==> src/rtl/fpu_f2i_ctrl_if.sv <==
// fpu_f2i_ctrl_if: request, converter and response signals of the float-to-int sequencer
// slave modport is the controller side, master modport is the requester/converter/consumer side.
interface fpu_f2i_ctrl_if #(parameter int std = 31, parameter int TAG_W = 4);
  logic             req0_valid, req1_valid, req0_ready, req1_ready;
  logic [std:0]     req0_float, req1_float;
  logic [2:0]       req0_rm, req1_rm, frm;
  logic             req0_signed, req1_signed;
  logic [TAG_W-1:0] req0_tag, req1_tag;
  logic [std:0]     cv_float;
  logic [2:0]       cv_rm;
  logic             cv_opcode_FI, cv_signed, cv_unsigned;
  logic [31:0]      cv_int;
  logic             cv_invalid, cv_inexact;
  logic             rsp_valid, rsp_ready, rsp_src, rsp_nv, rsp_nx;
  logic [31:0]      rsp_int;
  logic [TAG_W-1:0] rsp_tag;
  logic             fflags_nv, fflags_nx, fflags_clr;
  modport slave (
    input  req0_valid, req1_valid, req0_float, req1_float, req0_rm, req1_rm,
           req0_signed, req1_signed, req0_tag, req1_tag, frm,
           cv_int, cv_invalid, cv_inexact, rsp_ready, fflags_clr,
    output req0_ready, req1_ready, cv_float, cv_rm, cv_opcode_FI, cv_signed, cv_unsigned,
           rsp_valid, rsp_int, rsp_src, rsp_tag, rsp_nv, rsp_nx, fflags_nv, fflags_nx
  );
  modport master (
    output req0_valid, req1_valid, req0_float, req1_float, req0_rm, req1_rm,
           req0_signed, req1_signed, req0_tag, req1_tag, frm,
           cv_int, cv_invalid, cv_inexact, rsp_ready, fflags_clr,
    input  req0_ready, req1_ready, cv_float, cv_rm, cv_opcode_FI, cv_signed, cv_unsigned,
           rsp_valid, rsp_int, rsp_src, rsp_tag, rsp_nv, rsp_nx, fflags_nv, fflags_nx
  );
endinterface

==> src/rtl/fpu_f2i_ctrl.sv <==
// fpu_f2i_ctrl: round-robin sequencer sharing one float-to-int converter between two issue ports
// Ports: clk, rst_l (async active-low), bus (fpu_f2i_ctrl_if.slave: req0/req1 issue,
// cv_* converter drive/return, rsp_* result handshake, fflags_* sticky CSR flags).
// Define FPU_F2I_CTRL_FFLAGS_EN to build the sticky flag registers; otherwise fflags_* are 0.
module fpu_f2i_ctrl #(parameter int std = 31, parameter int TAG_W = 4) (
  input logic           clk,
  input logic           rst_l,
  fpu_f2i_ctrl_if.slave bus
);
  typedef enum logic [1:0] {IDLE, CONV, HOLD} state_t;
  state_t           state;
  logic             ptr, sel1, open, acc, conv;
  logic [2:0]       sel_rm, op_rm;
  logic [std:0]     op_float;
  logic             op_signed, op_src, res_src, res_nv, res_nx;
  logic [TAG_W-1:0] op_tag, res_tag;
  logic [31:0]      res_int;
  // ptr set means port 1 has priority on a tie
  assign sel1 = bus.req1_valid & (~bus.req0_valid | ptr);
  assign open = rst_l & ((state == IDLE) | ((state == HOLD) & bus.rsp_ready));
  assign bus.req0_ready = open & bus.req0_valid & ~sel1;
  assign bus.req1_ready = open & sel1;
  assign acc = bus.req0_ready | bus.req1_ready;
  assign sel_rm = sel1 ? bus.req1_rm : bus.req0_rm;
  assign conv = state == CONV;
  always_ff @(posedge clk or negedge rst_l)
    if (!rst_l) begin
      state     <= IDLE;
      ptr       <= 1'b0;
      op_float  <= '0;
      op_rm     <= 3'b000;
      op_signed <= 1'b0;
      op_src    <= 1'b0;
      op_tag    <= '0;
      res_int   <= 32'h0;
      res_nv    <= 1'b0;
      res_nx    <= 1'b0;
      res_src   <= 1'b0;
      res_tag   <= '0;
    end else begin
      if (acc) begin
        ptr       <= ~sel1;
        op_float  <= sel1 ? bus.req1_float : bus.req0_float;
        op_rm     <= sel_rm == 3'b111 ? bus.frm : sel_rm;
        op_signed <= sel1 ? bus.req1_signed : bus.req0_signed;
        op_src    <= sel1;
        op_tag    <= sel1 ? bus.req1_tag : bus.req0_tag;
      end
      if (conv) begin
        res_int <= bus.cv_int;
        res_nv  <= bus.cv_invalid;
        res_nx  <= bus.cv_inexact;
        res_src <= op_src;
        res_tag <= op_tag;
      end
      state <= acc ? CONV : conv ? HOLD : ((state == HOLD) & ~bus.rsp_ready) ? HOLD : IDLE;
    end
  // converter inputs are forced to zero outside CONV to isolate the datapath
  assign bus.cv_opcode_FI = conv;
  assign bus.cv_float     = conv ? op_float : '0;
  assign bus.cv_rm        = conv ? op_rm : 3'b000;
  assign bus.cv_signed    = conv & op_signed;
  assign bus.cv_unsigned  = conv & ~op_signed;
  assign bus.rsp_valid    = state == HOLD;
  assign bus.rsp_int      = res_int;
  assign bus.rsp_nv       = res_nv;
  assign bus.rsp_nx       = res_nx;
  assign bus.rsp_src      = res_src;
  assign bus.rsp_tag      = res_tag;
`ifdef FPU_F2I_CTRL_FFLAGS_EN
  logic ff_nv, ff_nx, hs;
  assign hs = (state == HOLD) & bus.rsp_ready;
  // clear applies before the new result's flags are merged, so they survive a same-cycle clear
  always_ff @(posedge clk or negedge rst_l)
    if (!rst_l) begin
      ff_nv <= 1'b0;
      ff_nx <= 1'b0;
    end else begin
      ff_nv <= (ff_nv & ~bus.fflags_clr) | (hs & res_nv);
      ff_nx <= (ff_nx & ~bus.fflags_clr) | (hs & res_nx);
    end
  assign bus.fflags_nv = ff_nv;
  assign bus.fflags_nx = ff_nx;
`else
  logic unused_clr;
  assign unused_clr    = bus.fflags_clr;
  assign bus.fflags_nv = 1'b0;
  assign bus.fflags_nx = 1'b0;
`endif
endmodule

==> src/flat_wrapper.sv <==
// flat-port wrapper written by rule: the top's interface ports become plain ports
module fpu_f2i_ctrl_flat 
#(parameter int std = 31, parameter int TAG_W = 4)
  (clk, rst_l, bus_req0_valid, bus_req1_valid, bus_req0_float, bus_req1_float, bus_req0_rm, bus_req1_rm, bus_req0_signed, bus_req1_signed, bus_req0_tag, bus_req1_tag, bus_frm, bus_cv_int, bus_cv_invalid, bus_cv_inexact, bus_rsp_ready, bus_fflags_clr, bus_req0_ready, bus_req1_ready, bus_cv_float, bus_cv_rm, bus_cv_opcode_FI, bus_cv_signed, bus_cv_unsigned, bus_rsp_valid, bus_rsp_int, bus_rsp_src, bus_rsp_tag, bus_rsp_nv, bus_rsp_nx, bus_fflags_nv, bus_fflags_nx);
  fpu_f2i_ctrl_if #(.std(std), .TAG_W(TAG_W)) bus_i ();
  input logic clk;
  input logic rst_l;
  input wire logic [$bits(bus_i.req0_valid)-1:0] bus_req0_valid;
  input wire logic [$bits(bus_i.req1_valid)-1:0] bus_req1_valid;
  input wire logic [$bits(bus_i.req0_float)-1:0] bus_req0_float;
  input wire logic [$bits(bus_i.req1_float)-1:0] bus_req1_float;
  input wire logic [$bits(bus_i.req0_rm)-1:0] bus_req0_rm;
  input wire logic [$bits(bus_i.req1_rm)-1:0] bus_req1_rm;
  input wire logic [$bits(bus_i.req0_signed)-1:0] bus_req0_signed;
  input wire logic [$bits(bus_i.req1_signed)-1:0] bus_req1_signed;
  input wire logic [$bits(bus_i.req0_tag)-1:0] bus_req0_tag;
  input wire logic [$bits(bus_i.req1_tag)-1:0] bus_req1_tag;
  input wire logic [$bits(bus_i.frm)-1:0] bus_frm;
  input wire logic [$bits(bus_i.cv_int)-1:0] bus_cv_int;
  input wire logic [$bits(bus_i.cv_invalid)-1:0] bus_cv_invalid;
  input wire logic [$bits(bus_i.cv_inexact)-1:0] bus_cv_inexact;
  input wire logic [$bits(bus_i.rsp_ready)-1:0] bus_rsp_ready;
  input wire logic [$bits(bus_i.fflags_clr)-1:0] bus_fflags_clr;
  output wire logic [$bits(bus_i.req0_ready)-1:0] bus_req0_ready;
  output wire logic [$bits(bus_i.req1_ready)-1:0] bus_req1_ready;
  output wire logic [$bits(bus_i.cv_float)-1:0] bus_cv_float;
  output wire logic [$bits(bus_i.cv_rm)-1:0] bus_cv_rm;
  output wire logic [$bits(bus_i.cv_opcode_FI)-1:0] bus_cv_opcode_FI;
  output wire logic [$bits(bus_i.cv_signed)-1:0] bus_cv_signed;
  output wire logic [$bits(bus_i.cv_unsigned)-1:0] bus_cv_unsigned;
  output wire logic [$bits(bus_i.rsp_valid)-1:0] bus_rsp_valid;
  output wire logic [$bits(bus_i.rsp_int)-1:0] bus_rsp_int;
  output wire logic [$bits(bus_i.rsp_src)-1:0] bus_rsp_src;
  output wire logic [$bits(bus_i.rsp_tag)-1:0] bus_rsp_tag;
  output wire logic [$bits(bus_i.rsp_nv)-1:0] bus_rsp_nv;
  output wire logic [$bits(bus_i.rsp_nx)-1:0] bus_rsp_nx;
  output wire logic [$bits(bus_i.fflags_nv)-1:0] bus_fflags_nv;
  output wire logic [$bits(bus_i.fflags_nx)-1:0] bus_fflags_nx;
  assign bus_i.req0_valid = bus_req0_valid;
  assign bus_i.req1_valid = bus_req1_valid;
  assign bus_i.req0_float = bus_req0_float;
  assign bus_i.req1_float = bus_req1_float;
  assign bus_i.req0_rm = bus_req0_rm;
  assign bus_i.req1_rm = bus_req1_rm;
  assign bus_i.req0_signed = bus_req0_signed;
  assign bus_i.req1_signed = bus_req1_signed;
  assign bus_i.req0_tag = bus_req0_tag;
  assign bus_i.req1_tag = bus_req1_tag;
  assign bus_i.frm = bus_frm;
  assign bus_i.cv_int = bus_cv_int;
  assign bus_i.cv_invalid = bus_cv_invalid;
  assign bus_i.cv_inexact = bus_cv_inexact;
  assign bus_i.rsp_ready = bus_rsp_ready;
  assign bus_i.fflags_clr = bus_fflags_clr;
  assign bus_req0_ready = bus_i.req0_ready;
  assign bus_req1_ready = bus_i.req1_ready;
  assign bus_cv_float = bus_i.cv_float;
  assign bus_cv_rm = bus_i.cv_rm;
  assign bus_cv_opcode_FI = bus_i.cv_opcode_FI;
  assign bus_cv_signed = bus_i.cv_signed;
  assign bus_cv_unsigned = bus_i.cv_unsigned;
  assign bus_rsp_valid = bus_i.rsp_valid;
  assign bus_rsp_int = bus_i.rsp_int;
  assign bus_rsp_src = bus_i.rsp_src;
  assign bus_rsp_tag = bus_i.rsp_tag;
  assign bus_rsp_nv = bus_i.rsp_nv;
  assign bus_rsp_nx = bus_i.rsp_nx;
  assign bus_fflags_nv = bus_i.fflags_nv;
  assign bus_fflags_nx = bus_i.fflags_nx;
  fpu_f2i_ctrl #(.std(std), .TAG_W(TAG_W)) u_core (.clk(clk), .rst_l(rst_l), .bus(bus_i));
endmodule
==> config.mk <==
export PLATFORM = sky130hd
export DESIGN_NAME = fpu_f2i_ctrl_flat
export DESIGN_NICKNAME = d
export VERILOG_FILES = /design/src/rtl/fpu_f2i_ctrl_if.sv /design/src/rtl/fpu_f2i_ctrl.sv /design/src/flat_wrapper.sv
export SDC_FILE = /design/constraint.sdc
export NUM_CORES = 1
export LEC_CHECK = 0
export CORE_MARGIN = 3
export CORE_UTILIZATION = 38
export CTS_CLUSTER_DIAMETER = 120
export CTS_CLUSTER_SIZE = 8
export DETAILED_ROUTE_END_ITERATION = 6
export GPL_TIMING_DRIVEN = 0
export HOLD_SLACK_MARGIN = 0.06
export PLACE_DENSITY_LB_ADDON = 0.1
export SLEW_MARGIN = 30
export SYNTH_ARGS = -nofsm -noshare
export SYNTH_HDL_FRONTEND = slang
export SYNTH_SLANG_ARGS = --single-unit
==> constraint.sdc <==
create_clock -name clk -period 2 [get_ports clk]
set_clock_uncertainty 0.15 [all_clocks]
set_input_delay 0.2 -clock clk [delete_from_list [all_inputs] [get_ports clk]]
set_output_delay 0.2 -clock clk [all_outputs]
set_load 0.005 [all_outputs]
**Yosys cells after proc, flatten, opt, wreduce, memory -nomap -nowiden**

Cells that the tools add are included.

- Register bits after elaboration: 83
- Output and inout bits: 82
- Bits of input ports: 123
- Word-level logic and storage cells: 42

- Reductions and logical operators: 1
- Bitwise gates (word level): 16
- Mux-type cells: 10
- Equal/unequal tests: 3

Operators by type and width:

| operator | number |
|---|---|
| $mux W32 | 2 |
| $and A1 B1 Y1 | 9 |
| $mux W3 | 3 |
| $mux W2 | 3 |
| $mux W4 | 1 |
| $not A1 Y1 | 4 |
| $eq A3 B3 Y1 const B | 1 |
| $or A1 B1 Y1 | 3 |
| $eq A2 B1 Y1 const B | 1 |
| $eq A2 B2 Y1 const B | 1 |
| $logic_not A2 Y1 | 1 |
| $mux W1 | 1 |

**Logic depth before layout (Yosys ltp)**

Gate-level depths: netlist (run 1).

- Depth in word-level cells: 8
- Depth in mapped cells: 8
- Mapped depth without buffers: 6

**Worst setup path before layout (run 1)**

No wires, ideal clock.

- Path type: register to register
- From: reg u_core.state[0]
- To: reg u_core.op_rm[2]
- Slack: 506 ps
- Buffers on the path: 1
- Required time: 1721 ps
- Clock period less this slack: 1494 ps
- Arrival time: 1214 ps
- Stages on the path, launching flop included: 6
- Setup time: 129 ps
- Cells stage by stage: dfrtp_1 nor2b_2 and2_1 buf_4 nand2_4 o41a_1

- Longest elaborated chain between the ends: 7
- Elaborated cells between the ends (all ways): 9
- Classes of those cells: eq/ne (1); bitwise (7); reduce/logical (1)

RTL lines:

| what | line | RTL |
|---|---|---|
| from (decl) | fpu_f2i_ctrl.sv:11 | `state_t state;` |
| from (signal assigned) | fpu_f2i_ctrl.sv:56 | `state <= acc ? CONV : conv ? HOLD : ((state == HOLD) & ~bus.rsp_ready) ? HOLD : IDLE;` |
| $eq A2 B2 Y1 | fpu_f2i_ctrl.sv:20 | `assign open = rst_l & ((state == IDLE) \| ((state == HOLD) & bus.rsp_ready));` |
| $and A1 B1 Y1 | fpu_f2i_ctrl.sv:20 |  |
| $or A1 B1 Y1 * | fpu_f2i_ctrl.sv:20 |  |
| $and A1 B1 Y1 * | fpu_f2i_ctrl.sv:20 |  |
| $and A1 B1 Y1 (2 in series) | fpu_f2i_ctrl.sv:21 | `assign bus.req0_ready = open & bus.req0_valid & ~sel1;` |
| $or A1 B1 Y1 * | fpu_f2i_ctrl.sv:23 | `assign acc = bus.req0_ready \| bus.req1_ready;` |
| to (signal assigned) | fpu_f2i_ctrl.sv:44 | `op_rm <= sel_rm == 3'b111 ? bus.frm : sel_rm;` |
| to (decl) | fpu_f2i_ctrl.sv:13 | `logic [2:0] sel_rm, op_rm;` |

Every way passes the cells marked *; elsewhere a longest branch is shown, timed or not.
A chain may end at the register's enable or synchronous reset.

**Worst setup path after layout (run 1)**

- From: reg u_core.state[0]
- To: out bus_req0_ready

- Longest elaborated chain between the ends: 6
- Elaborated cells between the ends (all ways): 7
- Classes of those cells: eq/ne (1); bitwise (5); reduce/logical (1)

RTL lines:

| what | line | RTL |
|---|---|---|
| $eq A2 B2 Y1 | fpu_f2i_ctrl.sv:20 |  |
| $and A1 B1 Y1 | fpu_f2i_ctrl.sv:20 |  |
| $or A1 B1 Y1 * | fpu_f2i_ctrl.sv:20 |  |
| $and A1 B1 Y1 * | fpu_f2i_ctrl.sv:20 |  |
| $and A1 B1 Y1 * (2 in series) | fpu_f2i_ctrl.sv:21 |  |
| to (decl) | flat_wrapper.sv:24 | `output wire logic [$bits(bus_i.req0_ready)-1:0] bus_req0_ready;` |

Marks and branches as above.

==> results of run 1 <==
[routing by layer]
layer  GRT usage (%)  share of wire, %
met5               0                 0
met4            6.81               1.5
met3            5.75               8.3
met2            33.1                48
met1            25.3                42
[area by class of cell]
cell class                 count  area [sq um]  share of cell area (%)
clock buffer                  12           155                    2.33
multi-input combinational    337          1880                    28.2
inverter                       4          20.0                   0.300
sequential                    83          2080                    31.2
clock inverter                 4          72.6                    1.09
tap                          136           170                    2.55
timing repair buffer         216          2030                    30.4
buffer                        30           264                    3.96
[worst max-delay path by stage]
stage	start	endpoint	slack (ns)	depth (start not counted)
floorplan	u_core.state[0]$_DFF_PN0_	u_core.op_rm[2]$_DFFE_PN0P_	0.51	5
global placement	rst_l	bus_req0_ready	-3.51	7
detailed placement	bus_req0_valid	bus_req0_ready	-0.32	6
CTS	u_core.state[0]$_DFF_PN0_	bus_cv_float[1]	-0.06	7
global route	u_core.state[0]$_DFF_PN0_	bus_req0_ready	-0.02	7
finish	u_core.state[0]$_DFF_PN0_	bus_req0_ready	0.07	7
[stage by stage]
step	total power [uW]	util (%)	setup WS [ns]	TNS, ns
2_1_floorplan	3350	-	0.506	0
3_3_place_gp	4580	60.5	-3.51	-353.75
3_5_place_dp	4640	60.8	-0.325	-8.19
4_1_cts	6050	64.0	-0.0634	-0.219
5_1_grt	6370	63.7	-0.0154	-0.0154
6_report	5980	63.7	0.0741	0
[what timing repair did]
action | in CTS | in global routing
setup endpoints to repair | 40 | 20
hold endpoints to repair | 83 | 0
hold buffers | 2 | 0
setup buffers | 10 | 2
gates resized for setup | 116 | 14
[sequential cells by signal, indices dropped and copies added (netlist names)]
signal / count
u_core.bus.rsp_nv: 1
u_core.op_float: 32
u_core.ptr: 1
u_core.bus.rsp_nx: 1
u_core.bus.rsp_src: 1
u_core.bus.rsp_int: 32
u_core.op_src: 1
u_core.bus.rsp_tag: 4
u_core.state: 2
u_core.op_tag: 4
u_core.op_signed: 1
u_core.op_rm: 3
[worst max-delay path, delay by kind of cell (launching register included)]
kind	cells	cell delay, ns
AND/OR/NAND/NOR	3	0.38
flip-flops	1	0.38
buffers and inverters	3	0.35
AO/OA/AOI/OAI	1	0.12
[placed cells by master, fill, tap and decap left out, types with 3 or more instances in the layout]
| cell | netlist | final |
|---|---|---|
| nor2_1 | 39 | 38 |
| nand2_1 | 119 | 119 |
| o21ai_0 | 4 | 4 |
| buf_6 | 5 | 8 |
| nand2b_4 | 1 | 3 |
| dfrtp_1 | 83 | 83 |
| buf_2 | 8 | 20 |
| a21oi_1 | 39 | 38 |
| clkdlybuf4s50_1 | 0 | 160 |
| mux2i_1 | 39 | 39 |
| nand2b_1 | 37 | 35 |
| buf_8 | 2 | 3 |
| clkbuf_1 | 11 | 7 |
| clkbuf_8 | 0 | 14 |
| clkbuf_2 | 0 | 9 |
| dlygate4sd2_1 | 0 | 17 |
| and2_1 | 37 | 36 |
| buf_4 | 3 | 14 |
[synth_stat cells (all sizes together), types with 2 or more instances]
| master | number |
|---|---|
| nor2b | 2 |
| a21o | 2 |
| nand2 | 121 |
| inv | 4 |
| dfrtp | 83 |
| mux2i | 39 |
| nand3 | 2 |
| clkbuf | 13 |
| buf | 18 |
| a31oi | 2 |
| a21oi | 39 |
| and2 | 37 |
| o21ai | 4 |
| nor2 | 39 |
| or2b | 2 |
| nand2b | 38 |
[cell families after synthesis]
logic type | synth area share, %
other | 0.0905
muxes | 9.69
buffers and inverters | 5.38
AOI/OAI and AO/OA | 6.89
and+or+nand+nor | 27.8
DFF | 50.1
[report_power, final]
part / internal, uW / switching (uW) / leakage [uW] / total (uW)
combinational: 1290 / 874 / 0.00216 / 2170
clock: 771 / 604 / 0.000113 / 1370
sequential: 2180 / 256 / 0.000964 / 2440
total: 4250 / 1730 / 0.00324 / 5980
==> summary.md, run 1 <==
| Metric | Value |
|---|---|
| Outcome | completed |
| FFs w/ async S/R, synth | 100% |
| Min-delay src | bus_cv_int[30] |
| Filler Cell Count | 911 |
| Die area | 12200 sq um |
| #FFs+latches synth | 83 |
| CTS Root Cell | clkbuf_8 |
| Cells after DPL | 793 |
| CP endpoint kind | primary output |
| Area share of the largest cell type after synthesis | 50.1% |
| Port-buffer cells | approximately 200 |
| Antenna-violating nets left | 0 |
| Initial Util | 39.6% |
| Post-DP HPWL | 9110 microns |
| Vias in the first global route | slightly below 4000 |
| First-pass GRT wire length | 20000 microns |
| Leak pwr | 0.00324 uW |
| Slowest CP cell | dfrtp_1 |
| TritonCTS clock tree | yes |
| Post-synth top flop | dfrtp_1 |
| Startpoint Class | flip-flop |
| Non-Filler Instances | approximately 820 |
| Initial antenna violation count | 0 |
| Die Ht | around 110 microns |
| R2R Path End | u_core.op_float[12]$_DFFE_PN0P_ |
| Synth area leaders | dfrtp_1, nand2_1, mux2i_1 |
| F_max | 519 MHz |
| CTS buffer count | 9 |
| Max_cap viols | 0 |
| RR Startpoint | u_core.state[0]$_DFF_PN0_ |
| Ant. Diodes | 0 |
| Tmin final | 1.93 ns |
| Worst-path clk slew | 0.08 ns |
| Global placer's final weighted congestion | 0.809 |
| Core ar. | 10500 sq um |
| Row cnt | 37 |
| Ports | 205 |
| Worst-path fanout max | 3 |
| DRT Pass-1 Iters | 4 |
| Sink Count | between 80 and 90 |
| Skew-Pair Late Insertion Delay | about 0.35 ns |
| First DRT Iteration DRCs | 225 |
| Distinct cells, synth | 34 |
| Max Transition Viols Final | 0 |
| Drt drc | 0 |
| Hold Fails Final Rpt | 0 |
| EDFF count, synth | 0 |
| Overflow after GRT | 0 |
| Layout cells sized above 1 | approximately an eighth |
| Data arrival, critical path | 1.58 ns |
| H-tree levels | 3 |
| Worst Hold Slack | 0.218 ns |
| Worst vdd ir | about 0.00043 V |
| Chip Width | 110 microns |
| Setup violators final | 0 |
| Via count | between 3000 and 4000 |
| Final WL | 12200 microns |
| Tot GR Track Use | approximately a fifth |
| Synth Cell Area | 4140 sq um |
| Sequential share of the synthesized area | 50.1% |
| Largest net degree at the start of global routing | 47 |
| Post-synthesis cell count | roughly 450 |
| R2r setup slk | 0.12 ns |
| Hold Crit Endpoint | u_core.bus.rsp_int[30]$_DFFE_PN0N_ |
| Synth area leader | dfrtp_1 |
| Crit path required time | approximately 1.7 ns |
| Post-synthesis area per instance | 9.12 sq um |
| Hold Crit Depth | 3 |
| Reg2reg path depth | 7 |
| Final nets | between 800 and 900 |
| Routed length per instance | 14.8 microns |
| Final period util | between 90 and 100% |
| Power Density | 898 nW/um^2 |
| CP Cell Sequence | buf_4 > nor2b_2 > and2_4 > buf_6 > nand2_1 > a21oi_2 > buf_2 |
| Syn-to-layout area delta | 60.8% |
| Yosys Warn Count | 0 |
| Hold WC Path Type | in2reg |
| Clock Tree Buf Depth | 2 |
| Vias per cell | 4.68 |
| CP peak stage delay | ~0.38 ns |
| Cell Area, Placed | 6360 sq um |
| Design Area, Final | 6660 sq um |
| Kind of critical path | reg2out |
(Power assumes the default switching activity.)
==> inputs of run 2 (changes only) <==
--- a/config.mk
+++ b/config.mk
@@ -13,6 +13,7 @@
 export GPL_TIMING_DRIVEN = 0
 export HOLD_SLACK_MARGIN = 0.06
 export PLACE_DENSITY_LB_ADDON = 0.1
+export REMOVE_ABC_BUFFERS = 1
 export SLEW_MARGIN = 30
 export SYNTH_ARGS = -nofsm -noshare
 export SYNTH_HDL_FRONTEND = slang
==> summary.md, run 2 (synthesis results as in run 1) <==
| Metric | Value |
|---|---|
| Design Area, Final | 6750 sq um (was 6660 sq um) |
| CP peak stage delay | 0.50 ns (was 0.38 ns) |
| Top Usage Layer GRT | met2 (unchanged) |
| Reg2reg path depth | 8 (was 7) |
| TritonCTS clock tree | yes (unchanged) |
| R2R Path End | u_core.op_rm[0]$_DFFE_PN0P_ (was u_core.op_float[12]$_DFFE_PN0P_) |
| Net Sw Frac | 31.7% (was 29.0%) |
| Port-buffer cells | 201 (unchanged) |
| Met3 GRT Util | 6.79% (was 5.75%) |
| Global placer's final weighted congestion | 0.819 (was 0.809) |
| Tot GR Track Use | 21.5% (was 20.1%) |
| CP Cell Sequence | buf_4 > nand2b_4 > buf_6 > nor2_1 > clkdlybuf4s50_1 (was buf_4 > nor2b_2 > and2_4 > buf_6 > nand2_1 > a21oi_2 > buf_2) |
| First DRT Iteration DRCs | 160 (was 225) |
| Tmin final | 2.01 ns (was 1.93 ns) |
| Syn-to-layout area delta | 62.9% (was 60.8%) |
| Row cnt | 37 (unchanged) |
| Largest net degree at the start of global routing | 45 (was 47) |
| Clock Tree Buf Depth | 2 (unchanged) |
| Kind of critical path | reg2out (unchanged) |
| Worst vdd ir | 0.000412 V (was 0.000427 V) |
| Routed length per instance | 16.1 microns (was 14.8 microns) |
| Startpoint Class | flip-flop (unchanged) |
| Leak pwr | 0.00329 uW (was 0.00324 uW) |
| Unrepaired setup endpoints after global routing | true |
| F_max | 499 MHz (was 519 MHz) |
| Outcome | finished with violations (was completed) |
| Failing checks | negative setup slack |
| Crit path required time | 1.65 ns (about the same) |
| Chip Width | 110 microns (unchanged) |
| Comb power frac | 38.9% (was 36.2%) |
| Max Transition Viols Final | 0 (unchanged) |
| Overflow after GRT | 0 (unchanged) |
| Core ar. | 10500 sq um (unchanged) |
| Cell Area, Placed | 6230 sq um (was 6360 sq um) |
| DRT Pass-1 Iters | 4 (unchanged) |
| Ant. Diodes | 0 (unchanged) |
| R2r setup slk | 0.16 ns (was 0.12 ns) |
| Vias in the first global route | 3874 (was 3929) |
| Pint | 3970 uW (was 4250 uW) |
| Most frequent cells in the layout | clkdlybuf4s50_1, nand2_1, dfrtp_1 (unchanged) |
| Power Density | 861 nW/um^2 (was 898 nW/um^2) |
| Final period util | 100% (was 96.3%) |
| Worst-path fanout max | 15 (was 3) |
| Met2 global-route usage | 35.6% (was 33.1%) |
| Hold Fails Final Rpt | 0 (unchanged) |
| Max-Slew Margin vs Limit | approximately 60% |
| RR Startpoint | u_core.state[0]$_DFF_PN0_ (unchanged) |
| Slowest CP cell | clkdlybuf4s50_1 (was dfrtp_1) |
| Worst-path clk slew | 0.09 ns (was 0.08 ns) |
| Initial Util | 39.6% (unchanged) |
| Initial antenna violation count | 0 (unchanged) |
| First-pass GRT wire length | 21300 microns (was 20000 microns) |
| Final setup margin | -0.00527 ns (was 0.0741 ns) |
| Clock power share | 18.9% (was 23.0%) |
| Ports | 205 (unchanged) |
| Measured slew at the worst slew-check pin | 0.607 ns |
| TNS Setup | -0.00527 ns (was 0 ns) |
| Flop pwr share | 42.2% (was 40.8%) |
| CTS buffer count | 9 (unchanged) |
| Skew-Pair Late Insertion Delay | 0.34 ns (was 0.35 ns) |
| Setup crit end | bus_cv_unsigned (was bus_req0_ready) |
| Post-DP HPWL | 8060 microns (was 9110 microns) |
| Hold Crit Depth | 3 (unchanged) |
| Final WL | 13100 microns (was 12200 microns) |
| H-tree levels | 3 (unchanged) |
| Crit path launch | u_core.state[0]$_DFF_PN0_ (unchanged) |
| Data arrival, critical path | 1.66 ns (was 1.58 ns) |
| Final nets | 792 (was 804) |
| Setup violators final | 1 (was 0) |
| Die Ht | 110 microns (unchanged) |
| Commonest non-fill, non-tap cell in the layout | clkdlybuf4s50_1 (unchanged) |
| P_sw | 1840 uW (was 1730 uW) |
| Antenna-violating nets left | 0 (unchanged) |
| Hold WC Path Type | in2reg (unchanged) |
| CP endpoint kind | primary output (unchanged) |
| Vias per cell | 4.79 (was 4.68) |
| Sink Count | 83 (unchanged) |
| Via count | 3876 (was 3846) |
| Layout cells sized above 1 | 13.4% (was 13.3%) |
| Drt drc | 0 (unchanged) |
| Die area | 12200 sq um (unchanged) |
| CTS Root Cell | clkbuf_8 (unchanged) |
| Max_cap viols | 0 (unchanged) |
| Filler Cell Count | 922 (was 911) |
| M1 GR Usage | 27.5% (was 25.3%) |
-- run 2: layer usage --
layer / vias up / routed length, microns
met4: 0 / 134
li1: 1883 / -
met1: 1826 / 5510
met2: 157 / 6340
met5: - / 0
met3: 10 / 1090
-- run 2: final cells by class --
type,instances,area [sq um],area share [%]
clock buffer,10,128,1.89
timing repair inverter,3,45.0,0.668
clock inverter,6,48.8,0.723
timing repair buffer,229,2340,34.7
multi-input combinational,339,1900,28.1
sequential,83,2080,30.8
tap,136,170,2.52
inverter,4,38.8,0.575
-- run 2: power groups by stage --
| stage | registers [uW] | clock network, uW | logic [uW] |
|---|---|---|---|
| 4_1_cts | 2440 | 1140 | 2280 |
| 6_report | 2450 | 1100 | 2260 |
| 2_1_floorplan | 2460 | 0 | 800 |
| 3_5_place_dp | 2470 | 0 | 2130 |
| 3_3_place_gp | 2450 | 0 | 2060 |
| 5_1_grt | 2520 | 1230 | 2490 |
-- run 2: worst min-delay path by stage --
stage | startpoint | endpoint | slack (ns)
floorplan | rst_l | u_core.bus.rsp_int[0]$_DFFE_PN0N_ | -0.25
global placement | u_core.op_tag[3]$_DFFE_PN0P_ | u_core.bus.rsp_tag[3]$_DFFE_PN0N_ | 0.30
detailed placement | rst_l | u_core.bus.rsp_int[12]$_DFFE_PN0N_ | -0.02
CTS | bus_cv_int[8] | u_core.bus.rsp_int[8]$_DFFE_PN0N_ | 0.21
global route | bus_cv_invalid | u_core.bus.rsp_nv$_DFFE_PN0N_ | 0.21
finish | bus_cv_invalid | u_core.bus.rsp_nv$_DFFE_PN0N_ | 0.22
-- run 2: metrics by stage --
stage | total power, uW | hold slack [ns] | worst slack [ns] | utilization (%) | instances
6_report | 5810 | 0.224 | -0.00527 | 64.5 | 810
5_1_grt | 6230 | 0.209 | -0.0895 | 64.5 | 810
4_1_cts | 5870 | 0.207 | -0.167 | 64.9 | 808
3_5_place_dp | 4610 | -0.0242 | -0.744 | 59.5 | 765
3_3_place_gp | 4500 | 0.298 | -4.68 | 58.5 | 761
2_1_floorplan | 3260 | -0.246 | -0.392 | - | 424
-- run 2: critical path, delay by kind of cell, from the launching register on --
kind | cells | cell delay (ns)
buf+inv | 3 | 0.78
simple gates | 2 | 0.16
flops | 1 | 0.37
-- run 2: repair_timing --
action / 4_1_cts / 5_1_grt
buffers inserted: 10 / 2
resized for setup: 54 / 68
setup endpoints to repair: 47 / 41
endpoints found under the hold margin: 83 / 0
hold buffers: 9 / 0
pin swaps: 1 / 0
gates cloned: 8 / 0
==> inputs of run 3 (changes only) <==
--- a/config.mk
+++ b/config.mk
@@ -12,6 +12,7 @@
 export DETAILED_ROUTE_END_ITERATION = 6
 export GPL_TIMING_DRIVEN = 0
 export HOLD_SLACK_MARGIN = 0.06
+export MAX_ROUTING_LAYER = met4
 export PLACE_DENSITY_LB_ADDON = 0.1
 export REMOVE_ABC_BUFFERS = 1
 export SLEW_MARGIN = 30
==> summary.md, run 3 (synthesis results as in run 1) <==
| Metric | Value |
|---|---|
| Non-Filler Instances | 810 (unchanged) |
| Startpoint Class | flip-flop (unchanged) |
| Worst vdd ir | 0.000412 V (about the same) |
| Initial antenna violation count | 0 (unchanged) |
| Syn-to-layout area delta | 62.9% (unchanged) |
| Tot GR Track Use | 22.2% (was 21.5%) |
| Data arrival, critical path | 1.66 ns (about the same) |
| Chip Width | 110 microns (unchanged) |
| Skew-Pair Late Insertion Delay | 0.34 ns (about the same) |
| Vias per cell | 4.75 (was 4.79) |
| Slowest CP cell | clkdlybuf4s50_1 (unchanged) |
| Largest net degree at the start of global routing | 45 (unchanged) |
| Final setup margin | -0.00619 ns (was -0.00527 ns) |
| Hold Crit Endpoint | u_core.bus.rsp_nv$_DFFE_PN0N_ (unchanged) |
| F_max | 498 MHz (was 499 MHz) |
| Worst-path clk slew | 0.09 ns (about the same) |
| TritonCTS clock tree | yes (unchanged) |
| Measured slew at the worst slew-check pin | 0.618 ns (was 0.607 ns) |
| H-tree levels | 3 (unchanged) |
| Final WL | 13100 microns (about the same) |
| Power Density | 861 nW/um^2 (about the same) |
| Worst path top cell family by delay | buffers and inverters (unchanged) |
| Final core occ | 64.5% (unchanged) |
| Most frequent cells in the layout | clkdlybuf4s50_1, nand2_1, dfrtp_1 (unchanged) |
| RR Startpoint | u_core.state[0]$_DFF_PN0_ (unchanged) |
| CP Cell Sequence | buf_4 > nand2b_4 > buf_6 > nor2_1 > clkdlybuf4s50_1 (unchanged) |
| First-pass GRT wire length | 21200 microns (was 21300 microns) |
| Die area | 12200 sq um (unchanged) |
| Drt drc | 0 (unchanged) |
| CTS buffer count | 9 (unchanged) |
| Pre-CTS setup slack | -0.744 ns (unchanged) |
| Unrepaired setup endpoints after global routing | true (unchanged) |
| Outcome | finished with violations (unchanged) |
| Max Transition Viols Final | 0 (unchanged) |
| Leak pwr | 0.00329 uW (unchanged) |
| Setup violators final | 1 (unchanged) |
| R2r setup slk | 0.16 ns (about the same) |
| Commonest non-fill, non-tap cell in the layout | clkdlybuf4s50_1 (unchanged) |
| Crit path required time | 1.65 ns (about the same) |
| Min-delay src | bus_cv_invalid (unchanged) |
| Kind of critical path | reg2out (unchanged) |
| Max-Slew Margin vs Limit | 58.8% (was 59.5%) |
| CTS Root Cell | clkbuf_8 (unchanged) |
| Crit path buf inv count | 3 (unchanged) |
| Hold Fails Final Rpt | 0 (unchanged) |
| Clock Tree Buf Depth | 2 (unchanged) |
| R2R Path End | u_core.op_rm[0]$_DFFE_PN0P_ (unchanged) |
| Port-buffer cells | 201 (unchanged) |
| Vias in the first global route | 3894 (was 3874) |
| Routed length per instance | 16.1 microns (about the same) |
| Tmin final | 2.01 ns (about the same) |
| Ant. Diodes | 0 (unchanged) |
| Post-DP HPWL | 8060 microns (unchanged) |
| Hold Crit Depth | 3 (unchanged) |
| Worst Hold Slack | 0.222 ns (was 0.224 ns) |
| Failing checks | negative setup slack (unchanged) |
| Sink Count | 83 (unchanged) |
| Antenna-violating nets left | 0 (unchanged) |
| Initial Util | 39.6% (unchanged) |
| CP peak stage delay | 0.50 ns (about the same) |
| Layout cells sized above 1 | 13.4% (unchanged) |
| Worst-path fanout max | 15 (unchanged) |
| Ports | 205 (unchanged) |
| Overflow after GRT | 0 (unchanged) |
| Global placer's final weighted congestion | 0.832 (was 0.819) |
| Hold WC Path Type | in2reg (unchanged) |
| DRT Pass-1 Iters | 4 (unchanged) |
| Max_cap viols | 0 (unchanged) |
| Reg2reg path depth | 8 (unchanged) |
| Row cnt | 37 (unchanged) |
| Die Ht | 110 microns (unchanged) |
| First DRT Iteration DRCs | 131 (was 160) |
| CP endpoint kind | primary output (unchanged) |
| Final period util | 100% (about the same) |
| Core ar. | 10500 sq um (unchanged) |
| Filler Cell Count | 922 (unchanged) |
| Via count | 3846 (was 3876) |
| Final nets | 792 (unchanged) |
| Cells after DPL | 765 (unchanged) |
==> run 3: cell counts in the layout (fill, tap and decap cells not counted) <==
Identical to the previous run, type by type.
==> run 3: power breakdown <==
group	leakage [uW]	total, uW	internal, uW	switching (uW)
logic	0.00225	2260	1320	943
clock network	0.0000795	1100	463	637
registers	0.000964	2450	2180	266
==> run 3: stage by stage <==
stage	setup TNS (ns)	instance area [sq um]	total power, uW
floorplan	-23.59	3940	3260
CTS	-0.733	6790	5870
global route	-0.0992	6750	6230
global placement	-508.03	6120	4500
detailed placement	-37.23	6230	4610
finish	-0.00619	6750	5810
==> run 3: worst max path at each step <==
stage / from / end / slack [ns] / cells past startpoint
3_3_place_gp: rst_l / bus_req0_ready / -4.68 / 6
3_5_place_dp: rst_l / bus_req0_ready / -0.74 / 8
6_report: u_core.state[0]$_DFF_PN0_ / bus_cv_unsigned / -0.006 / 5
2_1_floorplan: u_core.state[1]$_DFF_PN0_ / bus_cv_float[0] / -0.39 / 3
4_1_cts: u_core.state[0]$_DFF_PN0_ / bus_cv_rm[1] / -0.17 / 6
5_1_grt: u_core.state[0]$_DFF_PN0_ / bus_cv_unsigned / -0.09 / 5
==> run 3: final cells by class <==
class	count	area [sq um]	area share, %
flip-flops and latches	83	2080	30.8
clock buffers	10	128	1.89
multi-input cells	339	1900	28.1
repair inverters	3	45.0	0.668
inverters	4	38.8	0.575
clock inverters	6	48.8	0.723
repair buffers	229	2340	34.7
well taps	136	170	2.52
==> run 3: timing repair <==
action / CTS / global route
cloned: 8 / 0
buffers inserted: 10 / 2
setup endpoints to repair: 47 / 41
gates resized for setup: 54 / 68
hold buffers: 9 / 0
hold endpoints to repair: 83 / 0
pin swaps: 1 / 0
==> run 3: layer usage <==
layer	up-vias	part of all wire, %	global-route usage (%)
met3	10	7.3	5.53
met5	-	0	-
met2	148	48	35.6
met1	1806	43	28.4
met4	0	1.0	5.34
li1	1882	-	-
==> run 3: tightest hold or removal path: cells and delay by family <==
family                 cells  cell delay, ns
buffers and inverters      1            0.40
AND/OR/NAND/NOR            2            0.09
